File: src/rtl/alu_ctrl_seq.sv
// Sequenced ALU control unit: decodes one request per cycle into a registered
// alucontrol code and sequences multi-cycle mult/div with a countdown.
module alu_ctrl_seq #(
  parameter int unsigned OP_W       = 5,
  parameter int unsigned CTRL_W     = 4,
  parameter int unsigned MUL_CYCLES = 4,
  parameter int unsigned DIV_CYCLES = 16,
  parameter int unsigned CNT_W      = $clog2((MUL_CYCLES > DIV_CYCLES) ? MUL_CYCLES : DIV_CYCLES)
) (
  input  logic              clk,
  input  logic              reset,
  input  logic              in_valid,
  input  logic [OP_W-1:0]   op,
  input  logic [1:0]        aluop,
  input  logic              flush,
  output logic              in_ready,
  output logic [CTRL_W-1:0] alucontrol,
  output logic              out_valid,
  output logic              illegal,
  output logic              busy,
  output logic              alu_start
);

  localparam logic [CNT_W-1:0] MUL_LOAD = CNT_W'(MUL_CYCLES - 1);
  localparam logic [CNT_W-1:0] DIV_LOAD = CNT_W'(DIV_CYCLES - 1);
  localparam logic [CNT_W-1:0] CNT_ONE  = CNT_W'(1);

  typedef enum logic {IDLE, BUSY} state_t;

  state_t             state, state_n;
  logic [CNT_W-1:0]   cnt, cnt_n;
  logic [CTRL_W-1:0]  alucontrol_n;
  logic               out_valid_n, illegal_n, busy_n, alu_start_n;

  logic               op_hi;
  logic [3:0]         dec_code;
  logic               dec_ill, dec_multi;
  logic [CNT_W-1:0]   dec_load;
  logic               accept;

  // Any set bit above the 5-bit decoded field makes the op undefined.
  assign op_hi = |(op >> 5);

  // Op decode: code, legality, and countdown load for multi-cycle ops.
  always_comb begin
    dec_code  = 4'h0;
    dec_ill   = 1'b0;
    dec_multi = 1'b0;
    dec_load  = '0;
    case (aluop)
      2'b00: dec_code = 4'h0;
      2'b11: dec_code = 4'h1;
      default: begin
        if (op_hi) begin
          dec_ill = 1'b1;
        end else begin
          case (op[4:0])
            5'b00001: dec_code = 4'h0;
            5'b01001: dec_code = 4'h1;
            5'b01010: begin dec_code = 4'h2; dec_multi = 1'b1; dec_load = MUL_LOAD; end
            5'b01011: begin dec_code = 4'h3; dec_multi = 1'b1; dec_load = DIV_LOAD; end
            5'b01100: dec_code = 4'h4;
            5'b01101: dec_code = 4'h5;
            5'b01110: dec_code = 4'h6;
            5'b01111: dec_code = 4'h7;
            5'b10000: dec_code = 4'h8;
            5'b10001: dec_code = 4'h9;
            5'b10010: dec_code = 4'hA;
            5'b10011: dec_code = 4'hB;
            5'b10100: dec_code = 4'hC;
            5'b10101: dec_code = 4'hD;
            5'b10110: dec_code = 4'hE;
            default:  dec_ill  = 1'b1;
          endcase
        end
      end
    endcase
  end

  assign in_ready = (state == IDLE) && !reset;
  assign accept   = in_valid && in_ready && !flush;

  // Next-state and next-output logic.
  always_comb begin
    state_n      = state;
    cnt_n        = cnt;
    alucontrol_n = alucontrol;
    out_valid_n  = 1'b0;
    illegal_n    = 1'b0;
    alu_start_n  = 1'b0;
    busy_n       = busy;
    case (state)
      IDLE: begin
        if (accept) begin
          alucontrol_n = dec_ill ? '0 : CTRL_W'(dec_code);
          if (dec_multi) begin
            state_n     = BUSY;
            cnt_n       = dec_load;
            busy_n      = 1'b1;
            alu_start_n = 1'b1;
          end else begin
            out_valid_n = 1'b1;
            illegal_n   = dec_ill;
          end
        end
      end
      BUSY: begin
        if (flush) begin
          // Abort: drop the op silently, keep the last code on alucontrol.
          state_n = IDLE;
          cnt_n   = '0;
          busy_n  = 1'b0;
        end else if (cnt == CNT_ONE) begin
          state_n     = IDLE;
          cnt_n       = '0;
          busy_n      = 1'b0;
          out_valid_n = 1'b1;
        end else begin
          cnt_n = cnt - CNT_ONE;
        end
      end
      default: begin
        state_n = IDLE;
        cnt_n   = '0;
        busy_n  = 1'b0;
      end
    endcase
  end

  always_ff @(posedge clk) begin
    if (reset) begin
      state      <= IDLE;
      cnt        <= '0;
      alucontrol <= '0;
      out_valid  <= 1'b0;
      illegal    <= 1'b0;
      busy       <= 1'b0;
      alu_start  <= 1'b0;
    end else begin
      state      <= state_n;
      cnt        <= cnt_n;
      alucontrol <= alucontrol_n;
      out_valid  <= out_valid_n;
      illegal    <= illegal_n;
      busy       <= busy_n;
      alu_start  <= alu_start_n;
    end
  end

endmodule

File: config.mk
export PLATFORM = sky130hd
export DESIGN_NAME = alu_ctrl_seq
export DESIGN_NICKNAME = d
export VERILOG_FILES = /design/src/rtl/alu_ctrl_seq.sv
export SDC_FILE = /design/constraint.sdc
export NUM_CORES = 1
export LEC_CHECK = 0
export CAP_MARGIN = 15
export CORE_MARGIN = 8
export CORE_UTILIZATION = 40
export DETAILED_ROUTE_END_ITERATION = 16
export PLACE_DENSITY = 0.76
export SYNTH_ARGS = -nofsm -noshare
export SYNTH_HDL_FRONTEND = slang
export SYNTH_SLANG_ARGS = --single-unit
File: constraint.sdc
create_clock -name clk -period 2.2 [get_ports clk]
set_clock_uncertainty 0.2 [all_clocks]
set_input_delay 0.44 -clock clk [delete_from_list [all_inputs] [get_ports clk]]
set_output_delay 0.44 -clock clk [all_outputs]
set_load 0.01 [all_outputs]
* Yosys cells after proc, flatten, opt, wreduce, memory -nomap -nowiden *
Index checks and enable logic that the tools add are counted.

word-level totals
  output and inout port bits = 9
  bits of input ports = 11
  bits in registers = 13
  logic and storage cells = 73

cells by class
  reduce and logical (&&, ||, !) cells = 14
  muxes and demuxes = 29
  bitwise gates (word level) = 2
  add/sub/neg operators = 1
  equality and inequality tests = 20

operators by type and width
  kind                   number
  $pmux W4 S14           1
  $eq A5 B4 Y1 const B   7
  $eq A5 B5 Y1 const B   7
  $mux W4                6
  $pmux W4 S2            3
  $mux W1                16
  $reduce_or A15 Y1      1
  $pmux W1 S2            3
  $reduce_or A2 Y1       3
  $eq A5 B1 Y1 const B   1
  $eq A4 B1 Y1 const B   1
  $ne A2 B2 Y1 const B   2
  $reduce_and A2 Y1      2
  $reduce_or A4 Y1       1
  $sub A4 B1 Y4 const B  1
  $logic_and A1 B1 Y1    3
  $ne A3 B2 Y1 const B   1
  $reduce_and A3 Y1      1
  $eq A2 B2 Y1 const B   1
  $logic_not A1 Y1       2
  $logic_not A2 Y1       1
  $not A1 Y1             2

* Logic depth before layout (Yosys ltp) *
Gate-level depths: netlist of the first run.

  word-level depth = 7
  depth in mapped cells = 6

* Worst setup path before layout of the first run *
Ideal clock, no wire load.

  path type = input -> register
  from = in flush
  to = reg cnt[3]
  setup slack = 0.094 ns
  arrival = 1.827 ns
  path buffers = 0
  cell stages on the path = 5
  cells stage by stage = or4b_4 or4_4 clkinv_2 nor3_1 a211oi_2

on the way
  longest elaborated chain between the ends = 4
  elaborated cells between the ends (all ways) = 6
  those cells by class = eq/ne (1); mux (2); reduce/logical (3)

ends and longest elaborated chain
  item                         line  RTL
  start: declaration           15    input logic flush,
  $logic_not A1 Y1             81    assign accept = in_valid && in_ready && !flush;
  $logic_and A1 B1 Y1          81
  $ne A2 B2 Y1 (no line)       n/a
  $reduce_and A2 Y1 (no line)  n/a
  end signal: assignment       141   cnt <= cnt_n;
  end: declaration             31    logic [CNT_W-1:0] cnt, cnt_n;

Several ways; a longest one is shown, not always the timed one.
A chain may end at the register's enable or synchronous reset.

* Final worst setup path of the first run *
  from = in op[3]
  to = reg cnt[2]

on the way
  longest elaborated chain between the ends = 6
  elaborated cells between the ends (all ways) = 12
  those cells by class = eq/ne (3); mux (7); reduce/logical (2)

ends and longest elaborated chain
  item                                              line    RTL
  start: declaration                                13      input logic [OP_W-1:0] op,
  $eq A5 B4 Y1                                      57      case (op[4:0])
  $pmux W4 S2 or $reduce_or A2 Y1 (tied branches)   n/a
  $mux W4 or $mux W1 (tied branches)                50, 57
  $mux W4 or $mux W1 (tied branches)                96, 50
  $mux W4 or $ne A2 B2 Y1 (tied branches)           n/a
  $pmux W4 S2 or $reduce_and A2 Y1 (tied branches)  n/a

Several ways; a longest one is shown, not always the timed one. The select of a mux whose other input is x is not followed.

==> flow_summary.yaml, run 1 <==
layout:
  diodes: 0
  final_cell_mix: "buf_4 (17), clkdlybuf4s50_1 (15), dfxtp_1 (13)"
  final_common_cell: "buf_4"
  fillCellCount: 150
  regArea_um2: 260.3
  multi_input_area_um2: 386.6
  layout.nets: 134
  syn_to_final_growth_pct: 53.55
  utilization_pct: 66.80
  final_layout_size_suffix_gt1_share_pct: 21.85
synth:
  synth_top_family_by_area: "simple AND/OR/NAND/NOR gates"
  yosysSeqAreaShare_pct: 38.81
  synth_cells: 80
  ys_ff_latch: 13
  syn_avg_cell_area_um2: 8.383
  synth_xor_area_share_pct: 1.306
  yosys.area_share.simple_pct: 28.17
  synth-compound-area-share_pct: 22.57
  synth_cell_type_count: 29
  synthAdderAreaFrac_pct: 5.597
  synth.area.mux_share_pct: 0
  syn_area_um2: 670.6
  yosysWarningCount: 0
  synth_nets: 94
worst_setup_path:
  path_class: "in -> reg"
  endpoint_kind: "flip-flop"
  reg2reg_to: "cnt[2]"
  r2r_slack_ns: 0.22
  crit_path_start_kind: "input pin"
  worstPathArrival_ns: 2.12
  worst_r2r_path_depth: 4
  crit_fanout: 5
  r2r_start: "state"
  critPathRequiredTime_ns: 2.21
die:
  die_area_um2: 3243
  row_count: 14
  die_h_um: 56.95
  io_pins: 20
  initial_utilization_pct: 43.51
  core_um2: 1541
  die_x_um: 56.95
pwr:
  power_density_nw_per_um2: 464.5
  total_power_w: 0.0004783
  ir_drop_mv: 0.2922
  cellLeakagePower_nw: 0.4089
placed_design:
  io_buffers: 19
  gp_congestion: 0.8654
  dpl.hpwl_um: 1435
job:
  drv_cap: 0
grt:
  grt_pass1_wl_um: 3063
  track_usage_pct: 11.13
  gr-total-overflow: 0
  grt_antenna_before_repair: 0
  grt_pass1_vias: 766
  grt_max_degree: 11
timing:
  worst_pin_slew_ns: 0.3987
  fmax_mhz: 476.0
  finalHoldViolCount: 0
  finalSetupViolCount: 0
  drv_slew: 0
  rsz0062_at_grt: "false"
  relSlewSlack_pct: 73.04
  fin_crit_sh_pct: 95.49
  fin_crit_ns: 2.101
min_path:
  holdPathStages: 2
  hold_path_end: "alucontrol[3]"
  worstHoldStart: "alucontrol[3]"
  min_path_type: "reg -> reg"
cts:
  cts_buffers: 3
  root_buffer: "clkbuf_4"
  h-tree-depth: 1
  cts.sinks: 13
  path_clk_slew_ns: 0.08
  cts_buffer_depth: 2
  cts_tree: "yes"
  insertion_delay_ns: 0.28
routing:
  num_vias: 743
  ant_nets: 0
  wire_per_inst_um: 13.10
  drc: 0
  first_iter_violations: 14
  drt-total-wl_um: 1769
  viasPerCell: 5.504
  drtPass1Iterations: 4
status:
  status: "finished, final reports clean"
-- worst max path at each step --
stage                from  endpoint  slack [ns]  cells past startpoint
floorplan           flush    cnt[3]        0.09                      5
global placement    flush    cnt[3]       -0.38                      6
detailed placement  flush    cnt[3]       -0.42                      6
CTS                 op[3]    cnt[2]        0.09                      5
global route        op[3]    cnt[2]        0.03                      5
finish              op[3]    cnt[2]         0.1                      5
-- area by class of cell --
| cell class | instances | area share (%) |
|---|---|---|
| multi-input cells | 61 | 37.55 |
| repair buffers | 36 | 30.38 |
| clock buffers | 4 | 2.552 |
| inverters | 5 | 2.309 |
| flip-flops and latches | 13 | 25.27 |
| well taps | 16 | 1.944 |
-- where the power goes --
group          total (W)  internal [W]  switching (W)
combinational  0.0000886     0.0000503      0.0000382
clock           0.000149     0.0000704      0.0000784
sequential      0.000241      0.000239     0.00000183
-- synthesized netlist by cell type --
library cell  number  area (um^2)
a211oi_2           1        12.51
or4_4              1        11.26
a2bb2oi_1          1        8.760
ha_1               3        37.54
and2_1             3        18.77
clkbuf_1           1        3.750
o21ai_1            3        15.01
nand3_1            2        10.01
dfxtp_1           13        260.3
a21oi_1            8        40.04
inv_1              4        15.01
xor2_1             1        8.760
nor2_1             5        18.77
a21o_1             1        7.510
o221a_1            1        11.26
nor3_1             7        35.03
or4_2              1        8.760
nand4_1            2        12.51
nor4b_1            1        8.760
nand2_1            6        22.52
a31oi_1            2        12.51
or2b_2             1        8.760
nand2b_1           2        12.51
o21ai_0            5        25.02
o311a_1            1        10.01
nor3b_1            1        7.510
o311ai_0           1        8.760
clkinv_2           1        5.000
or4b_4             1        13.76
-- layer usage --
| metal | vias up | global-route usage, % | share of wire (%) |
|---|---|---|---|
| met1 | 339 | 11.93 | 45 |
| met3 | 4 | 4.204 | 6.6 |
| li1 | 379 | - | - |
| met5 | - | 0 | 0 |
| met4 | 0 | 5.034 | 1.8 |
| met2 | 21 | 18.91 | 47 |
-- metrics by stage --
step / hold WS, ns / instances / worst slack, ns / TNS (ns) / instance area, um^2
after floorplan: 0.2677 / 80 / 0.09375 / 0 / 670.6
after global placement: 0.2459 / 129 / -0.3757 / -2.230 / 989.7
after detailed placement: 0.2503 / 129 / -0.4181 / -2.405 / 989.7
after CTS: 0.2651 / 135 / 0.08873 / 0 / 1030
after global routing: 0.2955 / 135 / 0.02957 / 0 / 1030
final: 0.2597 / 135 / 0.09917 / 0 / 1030
-- what timing repair did --
action | in CTS | in global routing
setup endpoints to repair | 6 | 0
hold buffers | 0 | 0
buffers inserted | 2 | 0
endpoints found under the hold margin | 0 | 0
gates resized for setup | 5 | 0
-- state kept, by name (all words and copies together), names as in the netlist --
name,cells
illegal,1
alu_start,1
state,1
out_valid,1
busy,1
alucontrol,4
cnt,4
-- worst max-delay path: stages --
cell             delay [ns]
clkdlybuf4s50_1        0.47
or2b_2                 0.31
or4_4                  0.56
a21oi_1                0.18
a2bb2oi_1              0.16
-- cell families after synthesis --
| family | Yosys count |
|---|---|
| and+or+nand+nor | 33 |
| xor gates and xnor gates | 1 |
| AOI/OAI and AO/OA | 24 |
| buffers and inverters | 6 |
| DFF | 13 |
| adders and majority gates | 3 |
Power figures use the tool's default switching activity.
==> run 2, diff against run 1 <==
--- a/config.mk
+++ b/config.mk
@@ -10,6 +10,7 @@
 export CORE_UTILIZATION = 40
 export DETAILED_ROUTE_END_ITERATION = 16
 export PLACE_DENSITY = 0.76
+export SETUP_SLACK_MARGIN = 0.2
 export SYNTH_ARGS = -nofsm -noshare
 export SYNTH_HDL_FRONTEND = slang
 export SYNTH_SLANG_ARGS = --single-unit
==> run 2 against run 1 <==
Compared with the run above:
- final cell count is 0.74% higher
- core utilization rose by 2.5 points
- routed wire length up 9.9%
- fmax grew 8.5%
- sequential power barely moved
- highest routed layer unchanged
==> flow_summary.yaml, run 2 (synthesis gave the netlist of run 1 again) <==
placed_design:
  dpl.hpwl_um: 1440
  dp.cells: 128
  place_ws_ns: -0.4050
  gp_congestion: 0.8658
  io_buffers: 19
job:
  drv_cap: 0
routing:
  num_vias: 767
  ant_nets: 0
  viasPerCell: 5.640
  drc: 0
  drt-total-wl_um: 1945
  wire_per_inst_um: 14.30
  first_iter_violations: 16
  drtPass1Iterations: 4
timing:
  fin_ws_ns: 0.2637
  rsz0062_at_grt: "false"
  fin_crit_sh_pct: 88.01
  worst_pin_slew_ns: 0.4268
  finalSetupViolCount: 0
  finalHoldViolCount: 0
  fin_crit_ns: 1.936
  relSlewSlack_pct: 71.49
  fmax_mhz: 516.4
  holdWs_ns: 0.2653
  drv_slew: 0
grt:
  grt_antenna_before_repair: 0
  grt_max_degree: 11
  grt_pass1_vias: 792
  grt_pass1_wl_um: 3305
  gr-total-overflow: 0
  track_usage_pct: 12.08
worst_setup_path:
  crit_fanout: 5
  r2r_start: "state"
  path_class: "in -> reg"
  worst_r2r_path_depth: 5
  endpoint_kind: "flip-flop"
  crit_end: "cnt[2]"
  worstPathArrival_ns: 1.93
  critPathRequiredTime_ns: 2.19
  crit_start: "reset"
  crit_path_start_kind: "input pin"
  reg2reg_to: "cnt[2]"
  r2r_slack_ns: 0.28
die:
  row_count: 14
  die_area_um2: 3243
  die_h_um: 56.95
  core_um2: 1541
  die_x_um: 56.95
  initial_utilization_pct: 43.51
  io_pins: 20
layout:
  diodes: 0
  utilization_pct: 69.32
  syn_to_final_growth_pct: 59.33
  regArea_um2: 260.3
  fillCellCount: 139
  instances_no_fill: 136
  final_layout_size_suffix_gt1_share_pct: 25.83
  final_common_cell: "buf_4"
  multi_input_area_um2: 409.1
  layout.nets: 135
  final_cell_mix: "buf_4 (17), dfxtp_1 (13), clkdlybuf4s50_1 (11)"
  reg.largest.list: "alucontrol: 4 flops, cnt: 4 flops"
cts:
  cts.sinks: 13
  hold_buffers: 0
  root_buffer: "clkbuf_4"
  cts_tree: "yes"
  insertion_delay_ns: 0.26
  path_clk_slew_ns: 0.08
  h-tree-depth: 1
  cts_buffer_depth: 2
  cts_buffers: 3
pwr:
  cellLeakagePower_nw: 0.4423
  power_density_nw_per_um2: 446.6
  ir_drop_mv: 0.3247
status:
  status: "finished, final reports clean"
min_path:
  holdPathStages: 2
  min_path_type: "reg -> reg"
## run 2: cell type report
class	count	share of cell area, %
clock buffers	4	2.459
flip-flops and latches	13	24.36
repair buffers	37	30.80
well taps	16	1.874
inverters	5	2.225
multi-input cells	61	38.29
## run 2: stage by stage
step	total power [W]	TNS (ns)	instance area (um^2)
6_report	0.0004772	0	1069
5_1_grt	0.0005058	0	1069
4_1_cts	0.0004776	0	1050
3_5_place_dp	0.0003364	-2.369	982.2
3_3_place_gp	0.0003348	-2.200	982.2
2_1_floorplan	0.0002789	0	670.6
## run 2: how the worst min path moves through the flow
stage	start	end	slack (ns)
detailed placement	alucontrol[3]	alucontrol[3]	0.25
global placement	alucontrol[2]	alucontrol[2]	0.25
finish	alucontrol[3]	alucontrol[3]	0.27
global route	alucontrol[3]	alucontrol[3]	0.29
CTS	alucontrol[3]	alucontrol[3]	0.26
floorplan	cnt[0]	cnt[0]	0.27
## run 2: worst max-delay path, cell delays in order
cell             delay, ns
clkdlybuf4s15_1       0.20
or4b_4                0.49
or4_4                 0.49
a21oi_2               0.15
a2bb2oi_1             0.16
## run 2: per-layer routing
metal  up-vias  wire length, um  track usage, %
met5         -                0               0
met4         0               71           7.047
met3         8              137           4.646
met2        27              929           20.16
met1       355              806           12.60
li1        377                -               -
## run 2: what timing repair did
| item | in CTS | in global routing |
|---|---|---|
| resized for setup | 12 | 8 |
| endpoints found under the setup margin | 8 | 6 |
| buffers inserted | 4 | 0 |
| pin swaps | 5 | 3 |
## run 2: where the power goes
part	internal [W]	total [W]	switching, W
Sequential	0.000239	0.000241	0.00000217
Clock	0.0000700	0.000140	0.0000702
Combinational	0.0000539	0.0000957	0.0000418
Total	0.000363	0.000477	0.000114
==> run 3, diff against run 2 <==
==> constraint.sdc (replaced) <==
create_clock -name clk -period 2.2 [get_ports clk]
set_clock_uncertainty 0.2 [all_clocks]
set_input_delay 0.33 -clock clk [delete_from_list [all_inputs] [get_ports clk]]
set_output_delay 0.33 -clock clk [all_outputs]
set_load 0.01 [all_outputs]
==> run 3 against run 2 <==
Compared with the run above:
- worst hold slack improved by 0.0019 ns
- largest cell class unchanged
- die area unchanged
- total power decreased by 0.79%
- final area decreased by 3.9%
- clock-buffer cell count unchanged
- first-iteration DRC count decreased by 56%
==> flow_summary.yaml, run 3 (synthesis gave the netlist of run 1 again) <==
timing:
  fin_crit_sh_pct: 91.04
  finalSetupViolCount: 0
  rsz0062_at_grt: "true"
  worst_pin_slew_ns: 0.4659
  holdWs_ns: 0.2672
  drv_slew: 0
  fmax_mhz: 499.3
  relSlewSlack_pct: 68.50
  finalHoldViolCount: 0
  fin_crit_ns: 2.003
die:
  die_h_um: 56.95
  die_x_um: 56.95
  initial_utilization_pct: 43.51
  row_count: 14
  io_pins: 20
  core_um2: 1541
  die_area_um2: 3243
routing:
  num_vias: 732
  drtPass1Iterations: 4
  wire_per_inst_um: 13.41
  viasPerCell: 5.463
  drt-total-wl_um: 1797
  ant_nets: 0
  first_iter_violations: 7
  drc: 0
status:
  status: "finished, final reports clean"
min_path:
  min_path_type: "reg -> reg"
grt:
  grt_antenna_before_repair: 0
  grt_pass1_vias: 781
  grt_pass1_wl_um: 3118
  gr-total-overflow: 0
  grt_max_degree: 11
  track_usage_pct: 11.12
worst_setup_path:
  slowest_stage: "or4_4"
  endpoint_kind: "flip-flop"
  critPathRequiredTime_ns: 2.16
  path_class: "reg -> reg"
  crit_path_start_kind: "flip-flop"
  critPathMaxStageDelay_ns: 0.58
  crit_chain: "or4b_4 > or4_4 > o21ai_1 > a211oi_2"
  worstPathArrival_ns: 1.96
  crit_fanout: 5
cts:
  cts.sinks: 13
  insertion_delay_ns: 0.27
  path_clk_slew_ns: 0.08
  root_buffer: "clkbuf_4"
  hold_buffers: 0
  cts_buffers: 3
  cts_tree: "yes"
  h-tree-depth: 1
  cts_buffer_depth: 2
layout:
  layout.nets: 133
  utilization_pct: 66.64
  reg.largest.list: "alucontrol: 4 flops, cnt: 4 flops"
  syn_to_final_growth_pct: 53.17
  regArea_um2: 260.3
  final_common_cell: "buf_4"
  final_layout_size_suffix_gt1_share_pct: 22.03
  fillCellCount: 142
  final_cell_mix: "buf_4 (16), clkdlybuf4s50_1 (15), dfxtp_1 (13)"
  multi_input_area_um2: 390.4
  diodes: 0
pwr:
  pwr-share-clk_pct: 30.2
  total_power_w: 0.0004734
  internal_power_w: 0.0003598
  cellLeakagePower_nw: 0.4032
  ir_drop_mv: 0.3372
  seqPwrFrac_pct: 50.9
  power_density_nw_per_um2: 460.9
  swShare_pct: 24.00
  power_frac_comb_pct: 18.9
  p_sw_w: 0.0001136
placed_design:
  io_buffers: 19
  gp_congestion: 0.8655
  dpl.hpwl_um: 1452
job:
  drv_cap: 0
-- run 3: area by class of cell --
type                            count  area share, %
Tap cell                           16          1.949
Timing Repair Buffer               35          29.84
Multi-Input combinational cell     61          38.00
Sequential cell                    13          25.33
Inverter                            5          2.314
Clock buffer                        4          2.558
-- run 3: path summary, 6_finish.rpt --
| check | start | end | slack [ns] | cells after the start |
|---|---|---|---|---|
| max | state | cnt[3] | 0.20 | 4 |
| max reg2reg | state | cnt[3] | 0.20 | 4 |
| min reg2reg | alucontrol[3] | alucontrol[3] | 0.27 | 2 |
| min | alucontrol[3] | alucontrol[3] | 0.27 | 2 |
-- run 3: power groups by stage --
stage / logic, W / registers, W / clock network (W)
after floorplan: 0.0000306 / 0.000248 / 0
after global placement: 0.0000889 / 0.000247 / 0
after detailed placement: 0.0000908 / 0.000247 / 0
after CTS: 0.0000888 / 0.000241 / 0.000149
after global routing: 0.0000972 / 0.000242 / 0.000159
final: 0.0000895 / 0.000241 / 0.000143
-- run 3: through the flow --
step	instances	setup TNS, ns	setup WS, ns	area (um^2)
finish	134	0	0.1972	1027
global route	134	0	0.1723	1027
CTS	134	0	0.1926	1026
detailed placement	129	-1.405	-0.3059	989.7
global placement	129	-1.251	-0.2657	989.7
floorplan	80	0	0.2038	670.6
-- run 3: routing by layer --
| layer | GRT usage [%] | vias up | routed length (um) |
|---|---|---|---|
| met5 | 0 | - | 0 |
| met4 | 3.020 | 0 | 8 |
| met3 | 4.646 | 2 | 117 |
| met2 | 20.78 | 15 | 895 |
| met1 | 10.87 | 346 | 776 |
| li1 | - | 369 | - |
-- run 3: repair_timing --
action                     4_1_cts  5_1_grt
setup endpoints to repair        8        2
pin swaps                        2        2
resized for setup                7        1
buffers inserted                 1        0
-- run 3: worst max-delay path, delay by kind of cell, from the launching register on --
kind | cells | cell delay, ns
flops | 1 | 0.33
simple gates | 2 | 1.10
compound gates | 2 | 0.27
